===== config.mk =====
export PLATFORM = sky130hd
export DESIGN_NAME = input_port_reader
export DESIGN_NICKNAME = d
export VERILOG_FILES = /design/src/rtl/input_port_reader.sv
export SDC_FILE = /design/constraint.sdc
export NUM_CORES = 1
export LEC_CHECK = 0
export CORE_ASPECT_RATIO = 1.25
export CORE_MARGIN = 5
export CORE_UTILIZATION = 26
export CTS_CLUSTER_DIAMETER = 80
export CTS_CLUSTER_SIZE = 24
export DETAILED_ROUTE_END_ITERATION = 10
export PLACE_DENSITY = 0.57
export SYNTH_ARGS = -nofsm -noshare
export SYNTH_HDL_FRONTEND = slang
export SYNTH_SLANG_ARGS = --single-unit

===== constraint.sdc =====
create_clock -name clk -period 3.03 [get_ports clk]
set_input_delay 0.606 -clock clk [delete_from_list [all_inputs] [get_ports clk]]
set_output_delay 0.606 -clock clk [all_outputs]
set_load 0.01 [all_outputs]

===== src/rtl/input_port_reader.sv =====
`default_nettype none
// ============================================================================
//  Module      : input_port_reader
//  Description : Consumer side of a router input buffer. Pops 16-bit flits
//                (one-cycle read latency), XY-routes the head flit, requests
//                the output port from the switch allocator and streams the
//                packet to the crossbar over valid/ready, releasing the port
//                after the tail flit.
//  Revision    : 1.0 - initial release
// ============================================================================
module input_port_reader #(
    parameter int X_ID = 0,
    parameter int Y_ID = 0
) (
    input  logic        clk,
    input  logic        reset,
    input  logic        buf_empty_i,
    output logic        buf_read_o,
    input  logic        buf_valid_i,
    input  logic [15:0] buf_data_i,
    output logic        req_o,
    output logic [4:0]  req_port_o,
    input  logic        grant_i,
    output logic        out_valid_o,
    output logic [15:0] out_data_o,
    input  logic        out_ready_i,
    output logic        release_o,
    output logic        drop_o
);

    localparam logic [1:0] c_x_id       = 2'(X_ID);
    localparam logic [1:0] c_y_id       = 2'(Y_ID);
    localparam logic [4:0] c_PORT_LOCAL = 5'b00001;
    localparam logic [4:0] c_PORT_NORTH = 5'b00010;
    localparam logic [4:0] c_PORT_EAST  = 5'b00100;
    localparam logic [4:0] c_PORT_SOUTH = 5'b01000;
    localparam logic [4:0] c_PORT_WEST  = 5'b10000;

    typedef enum logic [1:0] {
        ST_IDLE = 2'd0,
        ST_REQ  = 2'd1,
        ST_FWD  = 2'd2
    } state_t;

    state_t      state_q;
    logic [4:0]  req_port_q;
    logic        tail_seen_q;
    logic        inflight_q;

    // Two-entry skid queue
    logic [15:0] qdata_q [2];
    logic [15:0] qdata_d [2];
    logic        rd_ptr_q, rd_ptr_d;
    logic        wr_ptr_q, wr_ptr_d;
    logic [1:0]  count_q,  count_d;

    logic [15:0] w_q_head;
    logic        w_arr_head;
    logic        w_arr_last;
    logic        w_enq;
    logic        w_fwd_valid;
    logic        w_xfer;
    logic        w_release;
    logic        w_drop;
    logic        w_read;
    logic [2:0]  w_occ;
    logic [4:0]  w_route;

    // Type bit 14 marks a head (01/11); bit 15 marks a packet end (10/11)
    assign w_arr_head  = buf_valid_i &  buf_data_i[14];
    assign w_arr_last  = buf_valid_i &  buf_data_i[15];
    assign w_q_head    = qdata_q[rd_ptr_q];
    assign w_fwd_valid = (state_q == ST_FWD) && (count_q != 2'd0);
    assign w_xfer      = w_fwd_valid & out_ready_i;
    assign w_release   = w_xfer & w_q_head[15];
    assign w_drop      = (state_q == ST_IDLE) & buf_valid_i & ~buf_data_i[14];
    // In IDLE only a head may enter; stray body/tail flits are discarded
    assign w_enq       = buf_valid_i & ((state_q != ST_IDLE) | buf_data_i[14]);
    // Occupancy plus in-flight read, with a same-cycle transfer freeing a slot
    assign w_occ       = {1'b0, count_q} + {2'b0, inflight_q} - {2'b0, w_xfer};

    // XY routing: X dimension resolved first, then Y, else local delivery
    always_comb begin
        w_route = c_PORT_LOCAL;
        if (buf_data_i[13:12] > c_x_id) begin
            w_route = c_PORT_EAST;
        end else if (buf_data_i[13:12] < c_x_id) begin
            w_route = c_PORT_WEST;
        end else if (buf_data_i[11:10] > c_y_id) begin
            w_route = c_PORT_NORTH;
        end else if (buf_data_i[11:10] < c_y_id) begin
            w_route = c_PORT_SOUTH;
        end
    end

    // Read gating: one outstanding head in IDLE, bounded prefetch otherwise
    always_comb begin
        w_read = 1'b0;
        if (state_q == ST_IDLE) begin
            w_read = !buf_empty_i && (count_q == 2'd0) && !inflight_q;
        end else begin
            w_read = !buf_empty_i && !tail_seen_q && (w_occ < 3'd2) && !w_arr_last;
        end
    end

    // Queue next-state: write at wr_ptr, pop at rd_ptr on a crossbar transfer
    always_comb begin
        qdata_d  = qdata_q;
        wr_ptr_d = wr_ptr_q;
        rd_ptr_d = rd_ptr_q;
        count_d  = count_q;
        if (w_enq) begin
            qdata_d[wr_ptr_q] = buf_data_i;
            wr_ptr_d          = ~wr_ptr_q;
        end
        if (w_xfer) begin
            rd_ptr_d = ~rd_ptr_q;
        end
        count_d = count_q + {1'b0, w_enq} - {1'b0, w_xfer};
    end

    // Queue storage and pointers
    always_ff @(posedge clk or negedge reset) begin
        if (!reset) begin
            qdata_q[0] <= '0;
            qdata_q[1] <= '0;
            wr_ptr_q   <= 1'b0;
            rd_ptr_q   <= 1'b0;
            count_q    <= 2'd0;
        end else begin
            qdata_q    <= qdata_d;
            wr_ptr_q   <= wr_ptr_d;
            rd_ptr_q   <= rd_ptr_d;
            count_q    <= count_d;
        end
    end

    // In-flight marker: data returns exactly one cycle after the read
    always_ff @(posedge clk or negedge reset) begin
        if (!reset) begin
            inflight_q <= 1'b0;
        end else begin
            inflight_q <= buf_read_o;
        end
    end

    // Packet state machine with latched route and tail tracking
    always_ff @(posedge clk or negedge reset) begin
        if (!reset) begin
            state_q     <= ST_IDLE;
            req_port_q  <= 5'b00000;
            tail_seen_q <= 1'b0;
        end else begin
            case (state_q)
                ST_IDLE: begin
                    if (w_arr_head) begin
                        state_q     <= ST_REQ;
                        req_port_q  <= w_route;
                        tail_seen_q <= buf_data_i[15];
                    end
                end
                ST_REQ: begin
                    if (w_arr_last) begin
                        tail_seen_q <= 1'b1;
                    end
                    if (grant_i) begin
                        state_q <= ST_FWD;
                    end
                end
                ST_FWD: begin
                    if (w_release) begin
                        state_q     <= ST_IDLE;
                        req_port_q  <= 5'b00000;
                        tail_seen_q <= 1'b0;
                    end else if (w_arr_last) begin
                        tail_seen_q <= 1'b1;
                    end
                end
                default: begin
                    state_q <= ST_IDLE;
                end
            endcase
        end
    end

    // Input-dependent outputs are forced low while reset is held
    assign buf_read_o  = w_read & reset;
    assign drop_o      = w_drop & reset;
    assign req_o       = (state_q == ST_REQ);
    assign req_port_o  = req_port_q;
    assign out_valid_o = w_fwd_valid;
    assign out_data_o  = w_fwd_valid ? w_q_head : 16'h0000;
    assign release_o   = w_release;

endmodule
`default_nettype wire


==> results of run 1 <==
## layer usage
| layer | vias to the layer above | track usage (%) | wire, um |
|---|---|---|---|
| li1 | 794 | - | - |
| met1 | 826 | 13.7 | 2450 |
| met2 | 36 | 18.9 | 2740 |
| met3 | 6 | 2.30 | 252 |
| met4 | 0 | 2.93 | 46 |
| met5 | - | 0 | 0 |
## area by class of cell
class                   count  area (sq um)  area share (%)
inverters                   6          22.5           0.729
clock buffers               6          82.6            2.67
multi-input cells         129          1100            35.6
clock inverters             2          35.0            1.13
flip-flops and latches     43          1080            34.8
repair buffers             73           649            21.0
well taps                 100           125            4.05
## kinds of logic after synthesis
family,Yosys count
XOR/XNOR,6
adder cells (fa/ha/maj),5
buffers and inverters,18
flip-flops,43
AND/OR/NAND/NOR,42
multiplexers,46
other,1
AO/OA/AOI/OAI,28
## state kept, by name, indices dropped and copies added (netlist names)
| register | count |
|---|---|
| count_q | 2 |
| inflight_q | 1 |
| qdata_q | 32 |
| rd_ptr_q | 1 |
| req_port_o | 3 |
| state_q | 2 |
| tail_seen_q | 1 |
| wr_ptr_q | 1 |
## per-stage QoR
stage                     power [mW]  area, sq um
after floorplan                 1.97         2260
after CTS                       3.03         3070
after detailed placement        2.49         2880
final                           3.02         3090
after global routing            3.25         3090
after global placement          2.46         2880
## worst max-delay path by stage
stage	to	slack (ps)	depth (start not counted)
floorplan	buf_read_o	60	11
global placement	buf_read_o	-720	10
detailed placement	buf_read_o	-730	10
CTS	buf_read_o	-80	11
global route	buf_read_o	-160	11
finish	buf_read_o	4	11
## worst max-delay path: cells and delay by family (launching register included)
kind	cells	cell delay, ps
buffers and inverters	2	240
adders and majority gates	2	620
AOI/OAI and AO/OA	3	340
xor gates and xnor gates	1	140
DFF	1	400
and+or+nand+nor	3	390
## layout by cell type (no fill, tap or decap), drive strengths merged
cell            n
nand2           8
nand2b          2
xor2            1
clkdlybuf4s50  42
a31oi           4
a22o            1
inv             6
o211ai          3
conb            2
a21bo           1
nor3b           2
a32o            1
nor3            1
a41oi           1
dfrtp          43
mux2           30
xnor2           5
o2111a          1
nor2           24
ha              4
nor2b           1
o21ai           6
clkbuf          6
clkinv          1
a21boi          1
o2bb2ai         1
a311oi          1
o21bai          1
nor4            1
dlygate4sd2     1
nand3           2
buf            30
a21oi           3
mux2i          16
o22ai           1
bufinv          1
fa              1
a21o            1
o21a            1
nand4           1
## report_power, final
group          total (mW)  leakage (nW)  internal, mW  switching (mW)
combinational        1.53         0.744         0.842           0.684
clock               0.471        0.0612         0.267           0.204
sequential           1.02         0.516         0.853           0.165
total                3.02          1.32          1.96            1.05
## timing repair
| action | CTS | global route |
|---|---|---|
| buffers inserted | 6 | 3 |
| pin swaps | 4 | 3 |
| resized for setup | 11 | 1 |
| endpoints found under the setup margin | 1 | 1 |
==> impl_summary.log, run 1 <==
[metrics] post-placement worst setup slack: -729 ps
[metrics] overall die area: 10700 sq um
[metrics] synthesized area: 2260 sq um
[metrics] share of the core filled with cells: 36.1%
[metrics] hold buffers post-CTS: 0
[metrics] Synth async-reset ratio: 100%
[metrics] Final HPWL DP: 3960 um
[metrics] CTS H-tree lvls: 2
[metrics] highest-delay cell along the critical path: fa_1
[metrics] number of buffers on the longest clock path: 2
[metrics] transition time at the pin with the least slew margin: 543 ps
[metrics] WL final: 5480 um
[metrics] Detail Route Antenna Nets: 0
[metrics] number of placement rows: 38
[metrics] leakage power: 1.32 nW
[metrics] Hold Vio Cnt, Final: 0
[metrics] combinational family with the most area after synthesis: multiplexers
[metrics] number of violations reported at the end of detailed-routing iteration 0: 57
[metrics] number of remaining DRC errors: 0
[metrics] Clock Latency Late Sink: 290 ps
[metrics] Setup WS post-layout: 3.79 ps
[metrics] global-route usage over all layers: 10.9%
[metrics] Post-synth EDFFs: 0
[metrics] Tcrit/Tclk final: 99.9%
[metrics] global-route congestion overflow total: 0
[metrics] CORE AREA: 8560 sq um
[metrics] Crit Reg-Reg Startpoint: state_q[0]$_DFFE_PN0P_
[metrics] FF+latch count, synth: 43
[metrics] Setup TNS: 0 ps
[metrics] mux cell area share after synthesis: 22.2%
[metrics] die height: 114 um
[metrics] largest net degree at the start of global routing: 23
[metrics] weighted congestion reported at the end of routability-driven placement: 0.727
[metrics] cells taking the most area after synthesis: dfrtp_1, mux2_2, mux2i_1
[metrics] post-route minimum period: 3030 ps
[metrics] worst-case headroom to the max-slew limit: 63.7%
[metrics] share of the synthesized area in compound gates (AO/OA/AOI/OAI): 9.93%
[metrics] crit path launch: state_q[0]$_DFFE_PN0P_
[metrics] number of antenna violations at the first check in global routing: 0
[metrics] Max VDD drop: 278 uV
[metrics] Netlist cell types: 47
[metrics] clk slew on worst S/H paths: 80 ps
[metrics] post-detailed-route via-to-cell ratio: 4.63
[metrics] required time at the endpoint of the critical path: 2420 ps
[metrics] CTS Sinks: 43
[metrics] final-layout fill cell count: 871
[metrics] cell with the most instances after synthesis: dfrtp_1
[metrics] via count of the first global-routing pass: 1795
[metrics] clock tree from TritonCTS: yes
[metrics] RSZ-0062 raised after global routing: yes
[metrics] worst r2r path cells: 14
[metrics] classification of the worst-slack hold path: primary input to async pin
[metrics] outcome: complete, no violations
[metrics] Clock Tree Root: clkbuf_8
[metrics] kind of end point of the critical path: primary output
[metrics] placed instance count: 342
[metrics] port buffer count: 45
[metrics] xor-xnor portion of the synthesized cell area: 2.33%
[metrics] layout cells sized above 1: 31.7%
[metrics] count of warnings emitted by yosys: 0
[metrics] Synth Area in Simple Gates: 9.60%
[metrics] flop2flop setup slack: 560 ps
[metrics] wire length of the first global-routing pass: 9050 um
[metrics] final-report setup violation count: 0
[metrics] pwr dens: 976 nW/um^2
[metrics] total number of vias: 1662
[metrics] die boundary width: 93.3 um
[metrics] post-synthesis sequential area ratio: 47.7%
[metrics] delay of the slowest cell on the worst path: 480 ps
[metrics] Final Instance Count excl. Fillers: 359
[metrics] Achievable Freq: 330 MHz
[metrics] type of element launching the critical path: flop
[metrics] largest area contributor in the synthesized netlist: dfrtp_1
[metrics] Num CTS Buffers: 5
[metrics] initial core utilization: 26.4%
[metrics] first drt pass iteration count: 4
[metrics] category of the critical setup timing path: flop to primary output
[metrics] reg-to-reg endpoint: inflight_q$_DFF_PN0_
[metrics] synthesized area per cell: 11.9 sq um
[metrics] Antenna Cells: 0
[metrics] post-route clock skew: 5.60 ps
[metrics] list of cells traversed by the critical path: inv_2 -> ha_4 -> o211ai_4 -> xnor2_1 -> nand2_1 -> fa_1 -> nor2b_4 -> a31oi_1 -> o21a_1 -> nor3b_2 -> buf_2
[metrics] layout overhead on the synthesized area: 37.0%
[metrics] # nets final: 285
[metrics] Arrival @ worst endpoint: 2420 ps
[metrics] total I/O pin count: 48
[metrics] final routed wire length divided by cell count: 15.3 um
[metrics] most used standard cells in the synthesized netlist: dfrtp_1, mux2_2, nor2_1
[metrics] final hold slack: 407 ps
[metrics] area fraction of the dominant cell type after synthesis: 47.7%
[metrics] fraction of the mapped netlist area in adder cells: 3.11%
[metrics] Max-Cap Viols: 0
[metrics] dominant synthesized flop cell: dfrtp_1
[metrics] cell count after synthesis: 189
[metrics] count of pins over their slew limit: 0
[metrics] worst-path fanout max: 2
Power figures use the tool's default switching activity.
==> run 2: changes to the inputs <==
Clock period 3.03 ns to 3.85 ns, I/O delays scaled along.
==> impl_summary.log, run 2 (synthesized netlist as in run 1, its figures left out) <==
[metrics] Flop pwr share: 38.6%
[metrics] number of violations reported at the end of detailed-routing iteration 0: 36
[metrics] post-route clock skew: 2.84 ps
[metrics] destination of the worst hold path: req_port_o[0]$_DFFE_PN0P_
[metrics] wire length of the first global-routing pass: 8660 um
[metrics] final-layout fill cell count: 886
[metrics] Crit Reg-Reg Startpoint: state_q[0]$_DFFE_PN0P_
[metrics] Clk network pwr share: 14.6%
[metrics] most flop-heavy register: qdata_q
[metrics] worst r2r path cells: 10
[metrics] Hold Vio Cnt, Final: 0
[metrics] Post-CTS Setup Inserts: 0
[metrics] number of remaining DRC errors: 0
[metrics] share of power burned in combinational logic: 46.8%
[metrics] count of pins over their slew limit: 0
[metrics] # nets final: 265
[metrics] first drt pass iteration count: 4
[metrics] global-route usage over all layers: 10.4%
[metrics] Final Instance Count excl. Fillers: 339
[metrics] initial core utilization: 26.4%
[metrics] reg-to-reg endpoint: inflight_q$_DFF_PN0_
[metrics] Clock Latency Late Sink: 290 ps
[metrics] pwr dens: 747 nW/um^2
[metrics] flop2flop setup slack: 1650 ps
[metrics] CTS H-tree lvls: 2
[metrics] port buffer count: 45
[metrics] startpoint of the lowest-slack hold path: req_port_o[0]$_DFFE_PN0P_
[metrics] die boundary width: 93.3 um
[metrics] layout overhead on the synthesized area: 29.1%
[metrics] overall die area: 10700 sq um
[metrics] global-route congestion overflow total: 0
[metrics] Arrival @ worst endpoint: 2950 ps
[metrics] max FFs per register: 32
[metrics] top cell family by delay on the critical path: buffers and inverters
[metrics] worst-case headroom to the max-slew limit: 65.5%
[metrics] type of element launching the critical path: primary input
[metrics] hold buffers post-CTS: 0
[metrics] CTS Sinks: 43
[metrics] classification of the worst-slack hold path: flop to flop
[metrics] transition time at the pin with the least slew margin: 516 ps
[metrics] WL final: 5100 um
[metrics] largest net degree at the start of global routing: 25
[metrics] number of buffers on the longest clock path: 2
[metrics] delay of the slowest cell on the worst path: 500 ps
[metrics] highest-delay cell along the critical path: clkdlybuf4s50_1
[metrics] Worst Path Buf+Inv: 2
[metrics] category of the critical setup timing path: primary input to primary output
[metrics] worst-path fanout max: 2
[metrics] switching part of the total: 35.9%
[metrics] clk slew on worst S/H paths: 80 ps
[metrics] Tcrit/Tclk final: 96.5%
[metrics] Max-Cap Viols: 0
[metrics] most frequent cells in the layout: dfrtp_1, clkdlybuf4s50_1, mux2_2
[metrics] via count of the first global-routing pass: 1710
[metrics] list of cells traversed by the critical path: clkdlybuf4s50_1 -> o211ai_4 -> xnor2_1 -> nand2_1 -> fa_1 -> nor2b_2 -> a31oi_1 -> o21a_1 -> nor3b_2 -> dlygate4sd2_1
[metrics] total number of vias: 1560
[metrics] post-route minimum period: 3720 ps
[metrics] Clock Tree Root: clkbuf_8
[metrics] outcome: complete, no violations
[metrics] number of antenna violations at the first check in global routing: 0
[metrics] cell count along the critical path: 10
[metrics] layout cells sized above 1: 24.3%
[metrics] Max VDD drop: 283 uV
[metrics] required time at the endpoint of the critical path: 3080 ps
[metrics] total I/O pin count: 48
[metrics] worst hold stages: 1
[metrics] CORE AREA: 8560 sq um
[metrics] leakage power: 1.21 nW
[metrics] Detail Route Antenna Nets: 0
[metrics] clock tree from TritonCTS: yes
[metrics] Antenna Cells: 0
[metrics] die height: 114 um
[metrics] Final HPWL DP: 3720 um
[metrics] post-route cell area: 2910 sq um
[metrics] placed instance count: 331
[metrics] final hold slack: 507 ps
[metrics] net switching power: 0.780 mW
[metrics] kind of end point of the critical path: primary output
[metrics] post-detailed-route via-to-cell ratio: 4.60
[metrics] Achievable Freq: 269 MHz
[metrics] final routed wire length divided by cell count: 15.0 um
[metrics] final-report setup violation count: 0
[metrics] Setup TNS: 0 ps
[metrics] weighted congestion reported at the end of routability-driven placement: 0.737
[metrics] Placement Cell Area: 2800 sq um
[metrics] internal power: 1.39 mW
[metrics] number of placement rows: 38
[metrics] Num CTS Buffers: 5
[run 2: cell count changes in the layout (fill, tap and decap cells not counted), sizes merged]
cell           before  now
buf                30    9
clkdlybuf4s50      42   43
bufinv              1    0
clkbuf              6    7
clkinv              1    0
clkinvlp            0    1
[run 2: how the worst max path moves through the flow]
stage	from	endpoint
2_1_floorplan	state_q[0]$_DFFE_PN0P_	buf_read_o
4_1_cts	out_ready_i	buf_read_o
3_3_place_gp	out_ready_i	buf_read_o
6_report	out_ready_i	buf_read_o
5_1_grt	out_ready_i	buf_read_o
3_5_place_dp	out_ready_i	buf_read_o
[run 2: repair_timing]
| action | in CTS | in global routing |
|---|---|---|
| gates resized for setup | 1 | 2 |
| pin swaps | 0 | 0 |
| setup endpoints to repair | 1 | 1 |
[run 2: per-stage QoR]
step           utilization (%)  power (mW)  setup WS (ps)
2_1_floorplan                -        1.55            718
3_5_place_dp              32.7        1.88           -266
3_3_place_gp              32.7        1.86           -250
6_report                  34.0        2.17            134
4_1_cts                   33.9        2.21           24.3
5_1_grt                   34.0        2.37          -13.0
[run 2: power groups by stage]
stage	registers, mW	clock network (mW)	logic (mW)
finish	0.840	0.318	1.02
detailed placement	0.847	0	1.03
global placement	0.837	0	1.02
CTS	0.839	0.335	1.04
global route	0.874	0.353	1.15
floorplan	0.779	0	0.774
[run 2: per-layer routing]
metal	part of all wire (%)	global-route usage [%]
met5	0	0
met4	0.39	2.93
met3	5.5	2.89
met2	50	17.6
met1	44	13.0
[run 2: layout make-up]
| type | instances | area (sq um) | share of cell area (%) |
|---|---|---|---|
| Clock buffer | 7 | 96.3 | 3.31 |
| Clock inverter | 1 | 7.51 | 0.258 |
| Inverter | 6 | 22.5 | 0.774 |
| Multi-Input combinational cell | 129 | 1080 | 37.1 |
| Sequential cell | 43 | 1080 | 37.0 |
| Tap cell | 100 | 125 | 4.30 |
| Timing Repair Buffer | 53 | 504 | 17.3 |
==> run 3: changes to the inputs <==
Settings changed: GPL_ROUTABILITY_DRIVEN set to 0.
==> results of run 3 <==
Same layout as run 2: the final DEF is identical, and so are final timing and power.
